`src/rtl/store_commit_unit_pkg.sv`:
```
// Shared constants and types for the store commit path: op-type encodings,
// ROB tag type, store widths, slot record and writer FSM states.
package store_commit_unit_pkg;

  localparam logic TRUE  = 1'b1;
  localparam logic FALSE = 1'b0;

  localparam int unsigned ENTRY_W = 4;
  typedef logic [ENTRY_W-1:0] entry_t;

  localparam logic [2:0] SType = 3'b011;

  localparam logic [1:0] WIDTH_B = 2'd0;
  localparam logic [1:0] WIDTH_H = 2'd1;
  localparam logic [1:0] WIDTH_W = 2'd2;

  // addr[17:16] value of the memory-mapped I/O window
  localparam logic [1:0] IO_REGION_HI = 2'b11;

  typedef struct packed {
    entry_t      tag;
    logic [31:0] addr;
    logic [31:0] data;
    logic [1:0]  width;
  } slot_t;

  typedef enum logic [1:0] {
    W_IDLE,
    W_REQ,
    W_WRITE,
    W_DONE
  } wr_state_e;

  function automatic logic [1:0] last_byte(input logic [1:0] width);
    logic [1:0] r;
    case (width)
      WIDTH_B: r = 2'd0;
      WIDTH_H: r = 2'd1;
      WIDTH_W: r = 2'd3;
      default: r = 2'd3;
    endcase
    return r;
  endfunction

endpackage

```
`src/rtl/store_commit_unit_if.sv`:
```
// Byte-wide memory write port between the store commit unit and the arbiter.
interface store_commit_unit_if;
  logic        mem_req;
  logic        mem_grant;
  logic [31:0] mem_a;
  logic [7:0]  mem_dout;
  logic        mem_wr;
  logic        io_buffer_full;

  modport master (
    output mem_req, mem_a, mem_dout, mem_wr,
    input  mem_grant, io_buffer_full
  );

  modport slave (
    input  mem_req, mem_a, mem_dout, mem_wr,
    output mem_grant, io_buffer_full
  );
endinterface

```
`src/rtl/store_commit_unit_byte_writer.sv`:
```
// Serialises one committed store into byte writes: request the port, emit
// 1/2/4 bytes (stalling on a full I/O sink), then pulse finish.
module store_byte_writer
  import store_commit_unit_pkg::*;
#(
  parameter logic [1:0] IO_ADDR_HI = IO_REGION_HI
) (
  input  logic        clk_i,
  input  logic        rst_ni,
  input  logic        rdy_i,
  input  logic        roll_back_i,
  input  logic        start_i,
  input  logic [31:0] addr_i,
  input  logic [31:0] data_i,
  input  logic [1:0]  width_i,
  output logic        idle_o,
  output logic        done_o,
  output logic        finish_o,
  store_commit_unit_if.master mem
);

  wr_state_e   state_q;
  logic [31:0] addr_q, data_q, a_q;
  logic [7:0]  dout_q;
  logic [1:0]  k_q, last_q;
  logic        io_q, kill_q, req_q, wr_q, finish_q;

  logic       blocked;
  logic [1:0] k_nx;

  assign blocked = io_q && mem.io_buffer_full;
  assign k_nx    = k_q + 2'd1;

  always_ff @(posedge clk_i or negedge rst_ni) begin
    if (!rst_ni) begin
      state_q  <= W_IDLE;
      addr_q   <= '0;
      data_q   <= '0;
      a_q      <= '0;
      dout_q   <= '0;
      k_q      <= '0;
      last_q   <= '0;
      io_q     <= 1'b0;
      kill_q   <= 1'b0;
      req_q    <= 1'b0;
      wr_q     <= 1'b0;
      finish_q <= 1'b0;
    end else if (rdy_i) begin
      case (state_q)
        W_IDLE: begin
          if (start_i) begin
            addr_q  <= addr_i;
            data_q  <= data_i;
            last_q  <= last_byte(width_i);
            io_q    <= (addr_i[17:16] == IO_ADDR_HI);
            kill_q  <= roll_back_i;
            req_q   <= 1'b1;
            state_q <= W_REQ;
          end
        end
        W_REQ: begin
          kill_q <= kill_q || roll_back_i;
          if (mem.mem_grant) begin
            k_q     <= '0;
            a_q     <= addr_q;
            dout_q  <= data_q[7:0];
            wr_q    <= 1'b1;
            state_q <= W_WRITE;
          end
        end
        W_WRITE: begin
          kill_q <= kill_q || roll_back_i;
          if (!blocked) begin
            if (k_q == last_q) begin
              // A rollback seen at any point of this store hides its finish
              wr_q     <= 1'b0;
              req_q    <= 1'b0;
              finish_q <= !(kill_q || roll_back_i);
              state_q  <= W_DONE;
            end else begin
              k_q    <= k_nx;
              a_q    <= addr_q + {30'd0, k_nx};
              dout_q <= 8'(data_q >> {k_nx, 3'b000});
            end
          end
        end
        W_DONE: begin
          finish_q <= 1'b0;
          state_q  <= W_IDLE;
        end
        default: state_q <= W_IDLE;
      endcase
    end
  end

  assign mem.mem_req  = req_q;
  assign mem.mem_a    = a_q;
  assign mem.mem_dout = dout_q;
  assign mem.mem_wr   = wr_q && rdy_i && !blocked;

  assign idle_o   = (state_q == W_IDLE);
  assign done_o   = (state_q == W_DONE);
  assign finish_o = finish_q;

endmodule

```
`src/rtl/store_commit_unit.sv`:
```
// Addressed-store slot table with commit tag match, one-deep pending commit
// and rollback; the byte writer performs the actual memory writes.
module store_commit_unit
  import store_commit_unit_pkg::*;
#(
  parameter int unsigned SQ_DEPTH   = 8,
  parameter logic [1:0]  IO_ADDR_HI = IO_REGION_HI
) (
  input  logic        clk_in,
  input  logic        rst_in,
  input  logic        rdy_in,
  input  logic        roll_back,
  input  logic        lsb_store_addressed,
  input  entry_t      lsb_store_entry,
  input  logic [31:0] lsb_store_addr,
  input  logic [31:0] lsb_store_data,
  input  logic [1:0]  lsb_store_width,
  input  logic        rob_commit,
  input  logic [2:0]  rob_op_type_commit,
  input  entry_t      rob_entry_commit,
  output logic        finish_store,
  output logic        sq_full,
  store_commit_unit_if.master mem
);

  localparam int unsigned IDX_W = (SQ_DEPTH > 1) ? $clog2(SQ_DEPTH) : 1;
  localparam int unsigned CNT_W = $clog2(SQ_DEPTH + 1);
  typedef logic [IDX_W-1:0] idx_t;

  logic [SQ_DEPTH-1:0] valid_q, valid_d, cmt_q, cmt_d;
  slot_t               slot_q [SQ_DEPTH];

  idx_t alloc_idx, cm_idx, pend_idx_q, pend_idx_d, cur_q, start_idx;
  logic alloc_ok, cm_hit, cm_fire, do_alloc;
  logic pend_v_q, pend_v_d, start, idle, done;
  logic sq_full_q, sq_full_d;
  logic [CNT_W-1:0] free_cnt;

  always_comb begin
    alloc_ok  = FALSE;
    alloc_idx = '0;
    cm_hit    = FALSE;
    cm_idx    = '0;
    for (int unsigned i = 0; i < SQ_DEPTH; i++) begin
      if (!valid_q[i] && !alloc_ok) begin
        alloc_ok  = TRUE;
        alloc_idx = idx_t'(i);
      end
      if (valid_q[i] && !cmt_q[i] && slot_q[i].tag == rob_entry_commit) begin
        cm_hit = TRUE;
        cm_idx = idx_t'(i);
      end
    end
  end

  assign cm_fire   = rob_commit && (rob_op_type_commit == SType) && cm_hit;
  assign do_alloc  = lsb_store_addressed && alloc_ok && !roll_back;
  assign start     = idle && (pend_v_q || cm_fire);
  assign start_idx = pend_v_q ? pend_idx_q : cm_idx;

  // A queued commit always goes first; a new commit then takes its place
  always_comb begin
    pend_v_d   = pend_v_q;
    pend_idx_d = pend_idx_q;
    if (start && pend_v_q) pend_v_d = FALSE;
    if (cm_fire && (!idle || pend_v_q)) begin
      pend_v_d   = TRUE;
      pend_idx_d = cm_idx;
    end
  end

  always_comb begin
    valid_d = valid_q;
    cmt_d   = cmt_q;
    if (cm_fire) cmt_d[cm_idx] = TRUE;
    if (done) begin
      valid_d[cur_q] = FALSE;
      cmt_d[cur_q]   = FALSE;
    end
    if (roll_back) begin
      valid_d = valid_d & cmt_d;
    end else if (do_alloc) begin
      valid_d[alloc_idx] = TRUE;
      cmt_d[alloc_idx]   = FALSE;
    end
    free_cnt = '0;
    for (int unsigned i = 0; i < SQ_DEPTH; i++) begin
      free_cnt = free_cnt + CNT_W'(!valid_d[i]);
    end
    sq_full_d = (free_cnt <= CNT_W'(1));
  end

  always_ff @(posedge clk_in or negedge rst_in) begin
    if (!rst_in) begin
      valid_q    <= '0;
      cmt_q      <= '0;
      pend_v_q   <= 1'b0;
      pend_idx_q <= '0;
      cur_q      <= '0;
      sq_full_q  <= 1'b0;
    end else if (rdy_in) begin
      valid_q    <= valid_d;
      cmt_q      <= cmt_d;
      pend_v_q   <= pend_v_d;
      pend_idx_q <= pend_idx_d;
      sq_full_q  <= sq_full_d;
      if (start) cur_q <= start_idx;
    end
  end

  always_ff @(posedge clk_in) begin
    if (rdy_in && do_alloc) begin
      slot_q[alloc_idx] <= '{tag:   lsb_store_entry,
                             addr:  lsb_store_addr,
                             data:  lsb_store_data,
                             width: lsb_store_width};
    end
  end

  store_byte_writer #(
    .IO_ADDR_HI(IO_ADDR_HI)
  ) u_writer (
    .clk_i      (clk_in),
    .rst_ni     (rst_in),
    .rdy_i      (rdy_in),
    .roll_back_i(roll_back),
    .start_i    (start),
    .addr_i     (slot_q[start_idx].addr),
    .data_i     (slot_q[start_idx].data),
    .width_i    (slot_q[start_idx].width),
    .idle_o     (idle),
    .done_o     (done),
    .finish_o   (finish_store),
    .mem        (mem)
  );

  assign sq_full = sq_full_q;

endmodule

```
`src/flat_wrapper.sv`:
```
// flat-port wrapper written by rule: the top's interface ports become plain ports
module store_commit_unit_flat import store_commit_unit_pkg::*;
#(
  parameter int unsigned SQ_DEPTH   = 8,
  parameter logic [1:0]  IO_ADDR_HI = IO_REGION_HI
)
  (clk_in, rst_in, rdy_in, roll_back, lsb_store_addressed, lsb_store_entry, lsb_store_addr, lsb_store_data, lsb_store_width, rob_commit, rob_op_type_commit, rob_entry_commit, finish_store, sq_full, mem_mem_req, mem_mem_a, mem_mem_dout, mem_mem_wr, mem_mem_grant, mem_io_buffer_full);
  store_commit_unit_if mem_i ();
  input  logic clk_in;
  input  logic rst_in;
  input  logic rdy_in;
  input  logic roll_back;
  input  logic lsb_store_addressed;
  input  entry_t lsb_store_entry;
  input  logic [31:0] lsb_store_addr;
  input  logic [31:0] lsb_store_data;
  input  logic [1:0] lsb_store_width;
  input  logic rob_commit;
  input  logic [2:0] rob_op_type_commit;
  input  entry_t rob_entry_commit;
  output logic finish_store;
  output logic sq_full;
  output wire logic [$bits(mem_i.mem_req)-1:0] mem_mem_req;
  output wire logic [$bits(mem_i.mem_a)-1:0] mem_mem_a;
  output wire logic [$bits(mem_i.mem_dout)-1:0] mem_mem_dout;
  output wire logic [$bits(mem_i.mem_wr)-1:0] mem_mem_wr;
  input wire logic [$bits(mem_i.mem_grant)-1:0] mem_mem_grant;
  input wire logic [$bits(mem_i.io_buffer_full)-1:0] mem_io_buffer_full;
  assign mem_mem_req = mem_i.mem_req;
  assign mem_mem_a = mem_i.mem_a;
  assign mem_mem_dout = mem_i.mem_dout;
  assign mem_mem_wr = mem_i.mem_wr;
  assign mem_i.mem_grant = mem_mem_grant;
  assign mem_i.io_buffer_full = mem_io_buffer_full;
  store_commit_unit #(.SQ_DEPTH(SQ_DEPTH), .IO_ADDR_HI(IO_ADDR_HI)) u_core (.clk_in(clk_in), .rst_in(rst_in), .rdy_in(rdy_in), .roll_back(roll_back), .lsb_store_addressed(lsb_store_addressed), .lsb_store_entry(lsb_store_entry), .lsb_store_addr(lsb_store_addr), .lsb_store_data(lsb_store_data), .lsb_store_width(lsb_store_width), .rob_commit(rob_commit), .rob_op_type_commit(rob_op_type_commit), .rob_entry_commit(rob_entry_commit), .finish_store(finish_store), .sq_full(sq_full), .mem(mem_i));
endmodule
```
`config.mk`:
```
export PLATFORM = sky130hd
export DESIGN_NAME = store_commit_unit_flat
export DESIGN_NICKNAME = d
export VERILOG_FILES = /design/src/rtl/store_commit_unit_pkg.sv /design/src/rtl/store_commit_unit_if.sv /design/src/rtl/store_commit_unit_byte_writer.sv /design/src/rtl/store_commit_unit.sv /design/src/flat_wrapper.sv
export SDC_FILE = /design/constraint.sdc
export NUM_CORES = 1
export LEC_CHECK = 0
export BUFFER_PORTS_ARGS = -buffer_cell sky130_fd_sc_hd__buf_2
export CAP_MARGIN = 0
export CORE_UTILIZATION = 41
export DETAILED_ROUTE_END_ITERATION = 6
export PLACE_DENSITY = 0.69
export SYNTH_ARGS = -nofsm -noshare
export SYNTH_HDL_FRONTEND = slang
export SYNTH_SLANG_ARGS = --single-unit
```
`constraint.sdc`:
```
create_clock -name clk_in -period 13.8 [get_ports clk_in]
set_input_delay 0.69 -clock clk_in [delete_from_list [all_inputs] [get_ports clk_in]]
set_output_delay 0.69 -clock clk_in [all_outputs]
set_load 0.01 [all_outputs]
```
After elaboration in Yosys (flattened, before gate mapping)
Memory sizes are Yosys's and may differ from the RTL's.
Index checks and enable logic that the tools add are counted.
Widths: inputs -> output; s select.

storage, ports and cells
  flip-flop bits (word level) = 139
  RAM bits = 560
  output and inout port bits = 44
  logic and storage cells = 232
  memories kept = 1

operators by class
  add/sub/neg operators = 9
  magnitude comparators = 7
  equality and inequality tests = 20
  shift-type cells = 1
  mux-type cells = 77
  bitwise operators = 8
  reductions and logical operators = 91

memory list
  memory         depth  bits a word  rd ports  clocked after memory_dff  wr ports  line                     text
  u_core.slot_q  8      70           9         0                         1         store_commit_unit.sv:31  slot_t slot_q [SQ_DEPTH];

operators with widths
  cell                number
  $mux 32             3
  $mux 8              10
  $pmux 32 s2         1
  $logic_and 1x1->1   37
  $logic_not 1->1     33
  $add 32x2->32       1
  $and 8x8->8         4
  $eq 4x4->1          8
  $mux 1              32
  $shr 32x5->8        1
  $mux 3              9
  $add 4x1->4         6
  $mux 2              11
  $reduce_and 5->1    4
  $not 8->8           2
  $or 8x8->8          2
  $pmux 8 s2          1
  $lt 3x4->1 const B  3
  $reduce_bool 2->1   5
  $demux 1 s3         3
  $ge 3x1->1 const B  3
  $ne 2x2->1 const B  4
  $pmux 1 s2          4
  $pmux 2 s2          2
  other kinds (15)    24

Logic depth before layout (Yosys ltp)
Gate-level depths: netlist of run 1.

  depth in word-level cells = 37
  mapped depth = 18
  mapped depth without buffers = 17

Modules after synthesis
From an unflattened synthesis of run 1, not the netlist that was laid out.

unflattened totals
  cell total of the unflattened synthesis = 2010
  area total of the unflattened synthesis = 29183.0 µm²

modules (own cells, without submodules)
  module             times used  cells each  area an instance (µm²)  seq. area each (µm²)
  store_commit_unit  1           1545        23822.8                 17416.7
  store_byte_writer  1           465         5360.1                  2877.8

Worst setup path before layout of run 1
OpenSTA, ideal clock, no wires.

  path kind = input-to-reg
  start = in rdy_in
  end = mem u_core.slot_q[2][0] (netlist name), enable pin
  data arrival time = 6.266 ns
  required time = 13.216 ns
  path slack = 6.950 ns
  stages = 5
  cells stage by stage = clkbuf_1 inv_1 clkbuf_1 buf_1 nor3_1

on the way
  longest elaborated chain between the ends = 3

ends and longest elaborated chain
  what                          line                      text
  start: declaration            flat_wrapper.sv:11        input logic rdy_in;
  $logic_and 1x1->1             store_commit_unit.sv:112  if (rdy_in && do_alloc) begin
  $mux 1                        store_commit_unit.sv:112
  $mux 1 (implied by the code)  store_commit_unit.sv:113  slot_q[alloc_idx] <= '{tag: lsb_store_entry,
  end: declaration              store_commit_unit.sv:31

No other way between the ends.

==> impl_metrics.tcl, run 1 <==
set metrics [dict create \
    intPower_mw 4.11 \
    seqPwrFrac_pct 44.4 \
    die_area_sq_um 69400 \
    die_h_um 263 \
    post-cts-setup-buffers 0 \
    drt.antenna.violating_nets 0 \
    placed_area_sq_um 29600 \
    cts_tree "built" \
    cts.clk_slew.worst_paths_ps 70 \
    synth_top_area_share_pct 60.0 \
    rsz0062_at_grt "no" \
    synth_area_sq_um 28000 \
    fin_crit_ps 4830 \
    ff2ff_setup_slack_ps 8970 \
    pwr-share-clk_pct 31.5 \
    final_max_slew_viol_count 0 \
    synth_area_leaders "edfxtp_1 60%, dfrtp_1 12%, nand2_1 5.9%" \
    chipWidth_um 263 \
    tns_ps 0 \
    p_leak_nw 11.4 \
    critical_path_class "flip-flop to flip-flop" \
    ys_warn_count 0 \
    critical_path_peak_fanout 54 \
    reg2reg_from "u_core.slot_q[3][69]$_DFFE_PP_" \
    grt_overflow 0 \
    first_global_vias 16800 \
    row_count 95 \
    ctsRootBufferMaster "clkbuf_16" \
    slew_headroom_pct 28.4 \
    nets 2165 \
    dp_hpwl_um 37400 \
    comb_power_share_pct 24.1 \
    portBuffers 128 \
    pwr_density_cell_nw_per_um2 187 \
    core-area_sq_um 67400 \
    hold_buffers 0 \
    cap_violations 0 \
    period_share_pct 35.0 \
    drt-total-wl_um 67000 \
    yosys.area.top_type "edfxtp_1" \
    power.total_mw 5.95 \
    startpoint_type "flip-flop" \
    ios 129 \
    cts.sinks 699 \
    critPathArrivalTime_ps 5300 \
    drive_gt1_share_pct 16.2 \
    cts_buffers 69 \
    critPathRequiredTime_ps 14270 \
    timing.fmax_mhz 207 \
    cts_buffer_depth 3 \
    firstDrtPassIters 7 \
    switchingPower_mw 1.84 \
    whs_ps 87.7 \
    worstHoldPathType "input port to asynchronous set/reset pin" \
    tightest_slew_ps 1070 \
    reg2reg_depth 11 \
    synth_nets 2042 \
    peakVddDrop_mv 0.0978 \
    sw_frac_of_total_pct 30.9 \
    h-tree-depth 3 \
    synthFlopType "edfxtp_1" \
    crit_path_end_kind "flip-flop" \
    drt_iter0_drc 1588 \
    status "finished, final reports clean" \
    grt_max_degree 84 \
    async_flop_share_pct 19.9 \
    drt-vias-per-instance 5.53 \
    num_vias 16600 \
    hold_violations 0 \
    syn_avg_cell_area_sq_um 14.4 \
    grtUsageTotal_pct 19.5 \
    syn_inst 1942 \
    fin_area_sq_um 31800 \
    routedWlPerCell_um 22.3 \
    drc 0 \
    routabilityCongestion 0.873 \
    cts_resized 0 \
    final_cells 2999 \
    fill_cells 5644 \
    start_util_pct 41.6 \
    finalSetupViolCount 0 \
    post-place-cells 2867 \
    clock_latency_ps 600 \
    timing.clock.skew_ps 27.7 \
    yosysSeqAreaShare_pct 72.5 \
    grt_first_pass_wirelength_um 102000 \
    syn2layout_area_growth_pct 13.7 \
    antenna_found_initial 15 \
    synth_edf_count 560 \
    synth_cell_type_count 64 \
    rr_endpoint "u_core.u_writer.addr_q[0]$_DFFE_PN0P_" \
    ys_ff_latch 699 \
]
## logic make-up (layout without fill, tap and decap cells)
group                      after synthesis  after routing  share of synthesized area (%)
xor gates and xnor gates                62             62                           1.94
muxes                                   99             99                           6.32
DFF                                    699            699                           72.5
and+or+nand+nor                        742            742                           11.5
buffers and inverters                  125            302                           2.10
adders and majority gates               15             15                          0.804
AOI/OAI and AO/OA                      200            200                           4.92
other                                    0              7                              0
## cell usage after synthesis (all sizes together) (2+ instances only)
library cell / number
o31ai: 2
o21ai: 36
a21boi: 2
a41oi: 2
nor4: 2
a21o: 3
xor2: 36
nor4b: 4
o211ai: 3
a211oi: 3
nand4: 9
nand2: 437
nand3b: 2
nor2: 81
buf: 42
a21oi: 54
a32oi: 62
nand3: 155
clkbuf: 61
and4: 3
a31oi: 8
nand2b: 6
and3: 12
mux2i: 34
a22o: 5
dfrtp: 139
ha: 10
o2bb2ai: 2
fa: 5
mux4: 62
mux2: 3
nand4b: 4
edfxtp: 560
xnor2: 26
nor2b: 6
inv: 22
and2: 2
o21a: 2
nor3: 12
and4b: 3
a22oi: 9
## power by group through the flow
| stage | clock network, mW | registers, mW | logic [mW] |
|---|---|---|---|
| floorplan | 0 | 2.64 | 1.02 |
| global placement | 0 | 2.67 | 1.40 |
| detailed placement | 0 | 2.68 | 1.45 |
| CTS | 1.91 | 2.64 | 1.45 |
| global route | 1.98 | 2.66 | 1.59 |
| finish | 1.87 | 2.64 | 1.44 |
## registers in the layout, summed over array words and instances, names as in the netlist, 2 cells and up
name and cells:
u_core.slot_q 560, u_core.u_writer.addr_q 32, u_core.u_writer.data_q 32, u_core.u_writer.mem.mem_a 32, u_core.cmt_q 8, u_core.u_writer.mem.mem_dout 8
u_core.valid_q 8, u_core.cur_q 3, u_core.pend_idx_q 3, u_core.u_writer.k_q 2, u_core.u_writer.last_q 2, u_core.u_writer.state_q 2
## how the worst max path moves through the flow
stage          slack, ps                           start  cells after the start                                endpoint
6_report            8970  u_core.slot_q[3][69]$_DFFE_PP_                     11   u_core.u_writer.addr_q[0]$_DFFE_PN0P_
5_1_grt             8540  u_core.slot_q[1][67]$_DFFE_PP_                     11   u_core.u_writer.addr_q[3]$_DFFE_PN0P_
4_1_cts             8830  u_core.slot_q[5][66]$_DFFE_PP_                     11   u_core.u_writer.addr_q[0]$_DFFE_PN0P_
3_5_place_dp        8330             rob_entry_commit[1]                     12  u_core.u_writer.data_q[24]$_DFFE_PN0P_
3_3_place_gp        8480             rob_entry_commit[0]                     12   u_core.u_writer.addr_q[4]$_DFFE_PN0P_
2_1_floorplan       6950                          rdy_in                      5           u_core.slot_q[2][0]$_DFFE_PP_
## critical path, stage by stage, from the launching register on
cell	delay (ps)
edfxtp_1	390
xnor2_1	160
nand3_1	110
nor4b_2	410
a211oi_1	130
o21ai_2	410
o21a_4	610
buf_4	680
buf_4	830
mux4_2	610
a32oi_1	190
nand2_1	80
## layout by cell type, fill, tap and decap left out, drive strengths merged, types with 12 or more instances in the layout
master | Yosys | layout
buf | 42 | 155
edfxtp | 560 | 560
nor2 | 81 | 81
nand2 | 437 | 437
xnor2 | 26 | 26
xor2 | 36 | 36
clkbuf | 61 | 97
a21oi | 54 | 54
inv | 22 | 23
mux2i | 34 | 34
a32oi | 62 | 62
nor3 | 12 | 12
nand3 | 155 | 155
clkinv | 0 | 20
and3 | 12 | 12
dfrtp | 139 | 139
mux4 | 62 | 62
o21ai | 36 | 36
## stage by stage
stage | setup WS, ps | utilization [%]
6_report | 8970 | 47.3
5_1_grt | 8540 | 47.2
4_1_cts | 8830 | 47.2
3_5_place_dp | 8330 | 43.9
3_3_place_gp | 8480 | 43.9
2_1_floorplan | 6950 | -
## metal layers
layer  part of all wire, %  vias up  global-route usage [%]  wire length [um]
li1                      -     7468                       -                 -
met1                    42     8366                    25.7             28000
met2                    49      605                    31.9             32700
met3                   7.0      121                    3.88              4670
met4                   2.2       14                    7.11              1500
met5                  0.13        -                       0                87
## area by class of cell
type	count	area, sq um	share of cell area (%)
repair buffers	155	850	2.67
flip-flops and latches	699	20300	63.7
diodes	7	17.5	0.0550
clock buffers	97	2000	6.27
inverters	22	82.6	0.259
multi-input cells	1118	7240	22.7
clock inverters	28	273	0.856
well taps	873	1090	3.43
Power figures use the tool's default switching activity.
==> inputs of run 2 (changes only) <==
--- a/config.mk
+++ b/config.mk
@@ -9,7 +9,7 @@
 export CAP_MARGIN = 0
 export CORE_UTILIZATION = 41
 export DETAILED_ROUTE_END_ITERATION = 6
-export PLACE_DENSITY = 0.69
+export PLACE_DENSITY = 0.71
 export SYNTH_ARGS = -nofsm -noshare
 export SYNTH_HDL_FRONTEND = slang
 export SYNTH_SLANG_ARGS = --single-unit
==> constraint.sdc (replaced) <==
create_clock -name clk_in -period 4.2 [get_ports clk_in]
set_input_delay 0.21 -clock clk_in [delete_from_list [all_inputs] [get_ports clk_in]]
set_output_delay 0.21 -clock clk_in [all_outputs]
set_load 0.01 [all_outputs]
==> impl_metrics.tcl, run 2 (synthesis gave the netlist of run 1 again) <==
set metrics [dict create \
    syn2layout_area_growth_pct 19.2 \
    grt_first_pass_wirelength_um 103000 \
    routedWlPerCell_um 21.3 \
    startpoint_type "flip-flop" \
    timing.clock.skew_ps 24.2 \
    largest_reg_flops 560 \
    chipWidth_um 263 \
    cts_buffers 70 \
    fin_crit_ps 4490 \
    critPathArrivalTime_ps 5030 \
    power.total_mw 19.9 \
    routabilityCongestion 0.848 \
    critPathCapture "u_core.sq_full$_DFFE_PN0P_" \
    rsz0062_at_grt "yes" \
    first_global_vias 17400 \
    drive_gt1_share_pct 18.5 \
    start_util_pct 41.6 \
    drt.antenna.violating_nets 0 \
    critPathRequiredTime_ps 4740 \
    critical_path_peak_fanout 4 \
    grt_max_degree 74 \
    clock_latency_ps 610 \
    final_cell_mix "560 x edfxtp_1, 437 x nand2_1, 155 x nand3_1, 139 x dfrtp_1, 127 x buf_2" \
    finalSetupViolCount 1 \
    drt-total-wl_um 66500 \
    max_stage_delay_ps 490 \
    grt.busiest_layer "met2" \
    reg2reg_from "u_core.slot_q[5][66]$_DFFE_PP_" \
    status "complete, but fails checks" \
    placed_area_sq_um 30200 \
    die_area_sq_um 69400 \
    p_leak_nw 12.1 \
    tightest_slew_ps 903 \
    grtUsageMet3_pct 3.30 \
    die_h_um 263 \
    drt_iter0_drc 1440 \
    cts.clk_slew.worst_paths_ps 70 \
    post-place-ws_ps -392 \
    pwr_density_cell_nw_per_um2 597 \
    peakVddDrop_mv 0.350 \
    fin_ws_ps -288 \
    rr_endpoint "u_core.sq_full$_DFFE_PN0P_" \
    cts_buffer_depth 3 \
    period_share_pct 107 \
    crit_path_start "u_core.slot_q[5][66]$_DFFE_PP_" \
    cp_top_family "adder cells" \
    grtUsageTotal_pct 19.3 \
    firstDrtPassIters 5 \
    nets 2292 \
    antenna_found_initial 7 \
    fill_cells 5503 \
    reg2reg_depth 18 \
    h-tree-depth 3 \
    final_cells 3126 \
    num_vias 17100 \
    hold_violations 0 \
    portBuffers 128 \
    grt_use_met2_pct 32.0 \
    drt-vias-per-instance 5.46 \
    critical_path_depth 18 \
    ctsRootBufferMaster "clkbuf_16" \
    grtUsageMet1_pct 25.9 \
    path_buf_inv 3 \
    final_max_slew_viol_count 0 \
    slowest_stage "fa_1" \
    cts_tree "built" \
    crit_path_end_kind "flip-flop" \
    ff2ff_setup_slack_ps -290 \
    timing.fmax_mhz 223 \
    violations "setup timing" \
    row_count 95 \
    drc 0 \
    grt_overflow 0 \
    multi_input_area_sq_um 7330 \
    regMostFlops "u_core.slot_q" \
    fin_area_sq_um 33400 \
    post-place-cells 2919 \
    core-area_sq_um 67400 \
    path_cells "xor2_2, nor3_2, and4b_1, buf_4, o21bai_1, o21ai_2, buf_4, a31oi_2, a21o_1, ha_4, fa_1, fa_1, inv_1, fa_2, fa_2, nor3_2, mux2i_1, o2bb2ai_1" \
    ff_latch_area_sq_um 20300 \
    cap_violations 0 \
    slew_headroom_pct 39.6 \
    worstHoldPathType "input port to flip-flop" \
    dp_hpwl_um 39600 \
    critical_path_class "flip-flop to flip-flop" \
    whs_ps 49.3 \
    layout_commonest_cell "edfxtp_1" \
    ios 129 \
    cts.sinks 699 \
]
run 2: area by class of cell:
cell class	count	share of cell area [%]
Inverter	22	0.247
Timing Repair Buffer	281	6.70
Tap cell	873	3.27
Clock inverter	38	1.22
Antenna cell	3	0.0225
Multi-Input combinational cell	1118	22.0
Sequential cell	699	60.8
Clock buffer	92	5.77
run 2: how the worst min path moves through the flow:
stage	from	endpoint	slack (ps)	depth (start not counted)
after floorplan	rst_in	u_core.cmt_q[0]$_DFFE_PN0P_	-90	0
after global placement	rst_in	u_core.valid_q[2]$_DFFE_PN0P_	250	1
after detailed placement	rst_in	u_core.valid_q[2]$_DFFE_PN0P_	270	1
after CTS	mem_mem_grant	u_core.u_writer.state_q[0]$_DFFE_PN0P_	30	4
after global routing	mem_mem_grant	u_core.u_writer.state_q[0]$_DFFE_PN0P_	70	4
final	mem_mem_grant	u_core.u_writer.state_q[0]$_DFFE_PN0P_	50	4
run 2: per-stage QoR:
step           TNS [ps]  util [%]
2_1_floorplan     -50.6         -
3_3_place_gp       -339      44.9
3_5_place_dp       -392      44.9
4_1_cts            -237      49.5
5_1_grt            -428      49.5
6_report           -288      49.5
run 2: worst reg2reg max path: stages, from the launching register on:
cell       delay (ps)
edfxtp_1          420
xor2_2            180
nor3_2            260
and4b_1           290
buf_4             140
o21bai_1           80
o21ai_2           240
buf_4             160
a31oi_2            90
a21o_1            240
ha_4              250
fa_1              450
fa_1              490
inv_1              50
fa_2              360
fa_2              390
nor3_2            150
mux2i_1            80
o2bb2ai_1         130
run 2: report_power, final:
group	total, mW	internal [mW]	switching [mW]
registers	8.61	8.09	0.519
clock network	6.28	3.64	2.64
logic	5.04	2.01	3.03
run 2: routing by layer:
metal,part of all wire (%),up-vias
met5,0.066,-
met2,49,619
li1,-,7724
met4,2.4,8
met3,6.1,113
met1,42,8596
run 2: repair_timing:
action / 4_1_cts / 5_1_grt
hold buffers: 71 / 0
hold endpoints to repair: 626 / 0
resized for setup: 6 / 2
setup endpoints to repair: 1 / 1
pin swaps: 6 / 1
buffers inserted: 2 / 1
==> inputs of run 3 (changes only) <==
--- a/config.mk
+++ b/config.mk
@@ -7,9 +7,11 @@
 export LEC_CHECK = 0
 export BUFFER_PORTS_ARGS = -buffer_cell sky130_fd_sc_hd__buf_2
 export CAP_MARGIN = 0
+export CELL_PAD_IN_SITES_DETAIL_PLACEMENT = 1
+export CELL_PAD_IN_SITES_GLOBAL_PLACEMENT = 1
 export CORE_UTILIZATION = 41
 export DETAILED_ROUTE_END_ITERATION = 6
-export PLACE_DENSITY = 0.71
+export PLACE_DENSITY = 0.8
 export SYNTH_ARGS = -nofsm -noshare
 export SYNTH_HDL_FRONTEND = slang
 export SYNTH_SLANG_ARGS = --single-unit
==> impl_metrics.tcl, run 3 (synthesis gave the netlist of run 1 again) <==
set metrics [dict create \
    status "complete, but fails checks" \
    violations "setup timing" \
    crit_path_end_kind "flip-flop" \
    syn2layout_area_growth_pct 20.1 \
    die_h_um 263 \
    routabilityCongestion 0.821 \
    die_area_sq_um 69400 \
    drc 0 \
    final_cell_mix "560 x edfxtp_1, 437 x nand2_1, 155 x nand3_1, 139 x dfrtp_1, 127 x buf_2" \
    dp_hpwl_um 45100 \
    startpoint_type "flip-flop" \
    grt_overflow 0 \
    slew_headroom_pct 38.3 \
    grt_max_degree 91 \
    clock_latency_ps 620 \
    cts.sinks 699 \
    critPathRequiredTime_ps 4730 \
    peakVddDrop_mv 0.307 \
    fill_cells 6531 \
    nets 2293 \
    cts.clk_slew.worst_paths_ps 60 \
    final_max_slew_viol_count 0 \
    worstHoldPathType "input port to flip-flop" \
    cap_violations 0 \
    portBuffers 128 \
    cts_buffer_depth 3 \
    ff_latch_area_sq_um 20300 \
    tightest_slew_ps 925 \
    whs_ps 42.7 \
    ios 129 \
    drt-vias-per-instance 5.77 \
    critical_path_peak_fanout 3 \
    period_share_pct 108 \
    antenna_found_initial 11 \
    drt.antenna.violating_nets 0 \
    power.total_mw 21.0 \
    finalSetupViolCount 1 \
    grt_first_pass_wirelength_um 121000 \
    fin_ws_ps -320 \
    num_vias 18100 \
    chipWidth_um 263 \
    h-tree-depth 3 \
    regMostFlops "u_core.slot_q" \
    routedWlPerCell_um 25.4 \
    firstDrtPassIters 5 \
    ctsRootBufferMaster "clkbuf_16" \
    drt-total-wl_um 79600 \
    fin_crit_ps 4520 \
    p_leak_nw 12.2 \
    drt_iter0_drc 1460 \
    grtUsageTotal_pct 23.1 \
    rsz0062_at_grt "yes" \
    layout_commonest_cell "edfxtp_1" \
    cts_tree "built" \
    first_global_vias 19700 \
    multi_input_area_sq_um 7340 \
    cts_buffers 71 \
    drive_gt1_share_pct 19.0 \
    critical_path_class "flip-flop to flip-flop" \
    hold_violations 0 \
    pwr_density_cell_nw_per_um2 624 \
    timing.fmax_mhz 221 \
    core-area_sq_um 67400 \
    row_count 95 \
    timing.clock.skew_ps 19.1 \
    largest_reg_flops 560 \
    start_util_pct 41.6 \
    critPathArrivalTime_ps 5050 \
]
run 3: changes by cell type in the layout (fill, tap and decap cells not counted), moves of 2 or more:
cell       change
clkinv_4       +4
buf_4          +2
diode_2        +5
clkbuf_16      +5
clkbuf_8       +3
bufinv_16      +6
clkinv_8       -4
clkinv_2       -5
buf_12         -2
clkinv_1       -7
run 3: timing repair:
item / 4_1_cts / 5_1_grt
pin swaps: 13 / 7
setup buffers: 2 / 2
hold buffers: 71 / 0
cloned: 0 / 0
resized for setup: 6 / 4
setup endpoints to repair: 1 / 1
hold endpoints to repair: 643 / 0
run 3: area by class of cell:
type | instances | area share (%)
repair buffers | 281 | 6.57
well taps | 873 | 3.25
clock buffers | 100 | 6.22
inverters | 22 | 0.246
flip-flops and latches | 699 | 60.3
clock inverters | 32 | 1.47
multi-input cells | 1118 | 21.8
diodes | 8 | 0.0595
run 3: final timing paths:
| path | slack [ps] | endpoint | from | cells after the start |
|---|---|---|---|---|
| setup / recovery | -320 | u_core.sq_full$_DFFE_PN0P_ | u_core.slot_q[7][69]$_DFFE_PP_ | 16 |
| hold / removal | 40 | u_core.u_writer.state_q[0]$_DFFE_PN0P_ | mem_mem_grant | 4 |
| setup reg to reg | -320 | u_core.sq_full$_DFFE_PN0P_ | u_core.slot_q[7][69]$_DFFE_PP_ | 16 |
| hold reg to reg | 500 | u_core.u_writer.data_q[21]$_DFFE_PN0P_ | u_core.u_writer.data_q[21]$_DFFE_PN0P_ | 2 |
| max in group asynchronous | 2820 | u_core.u_writer.data_q[7]$_DFFE_PN0P_ | rst_in | 3 |
| min in group asynchronous | 260 | u_core.valid_q[2]$_DFFE_PN0P_ | rst_in | 2 |
run 3: critical path: stages, from the launching register on:
cell and delay [ps]:
edfxtp_1 390, xor2_1 190, nor3_2 80, and4_1 170, or4b_4 580, nor3_4 220, a31oi_2 120, a22o_1 270
ha_4 280, fa_1 440, fa_1 510, inv_2 40, fa_2 360, fa_2 360, nor3_2 180, mux2i_1 100
o2bb2ai_1 140
run 3: stage by stage:
| step | cells | area (sq um) | setup WS, ps | TNS [ps] | util (%) |
|---|---|---|---|---|---|
| 3_3_place_gp | 2918 | 30200 | -290 | -290 | 44.8 |
| 5_1_grt | 3131 | 33600 | -533 | -533 | 49.9 |
| 6_report | 3133 | 33600 | -320 | -320 | 49.9 |
| 3_5_place_dp | 2918 | 30200 | -487 | -487 | 44.8 |
| 2_1_floorplan | 1942 | 28100 | -50.6 | -50.6 | - |
| 4_1_cts | 3123 | 33600 | -378 | -378 | 49.8 |
run 3: where the power goes:
group          internal [mW]  switching (mW)
registers               8.09           0.575
logic                   2.01            3.33
clock network           4.24            2.75
total                   14.3            6.66
run 3: per-layer routing:
| metal | wire [um] | GRT usage (%) | vias to the layer above |
|---|---|---|---|
| met5 | 49 | 0 | - |
| met3 | 5450 | 3.84 | 196 |
| met4 | 2640 | 9.86 | 8 |
| li1 | - | - | 7741 |
| met1 | 31400 | 29.1 | 9335 |
| met2 | 40100 | 39.4 | 793 |
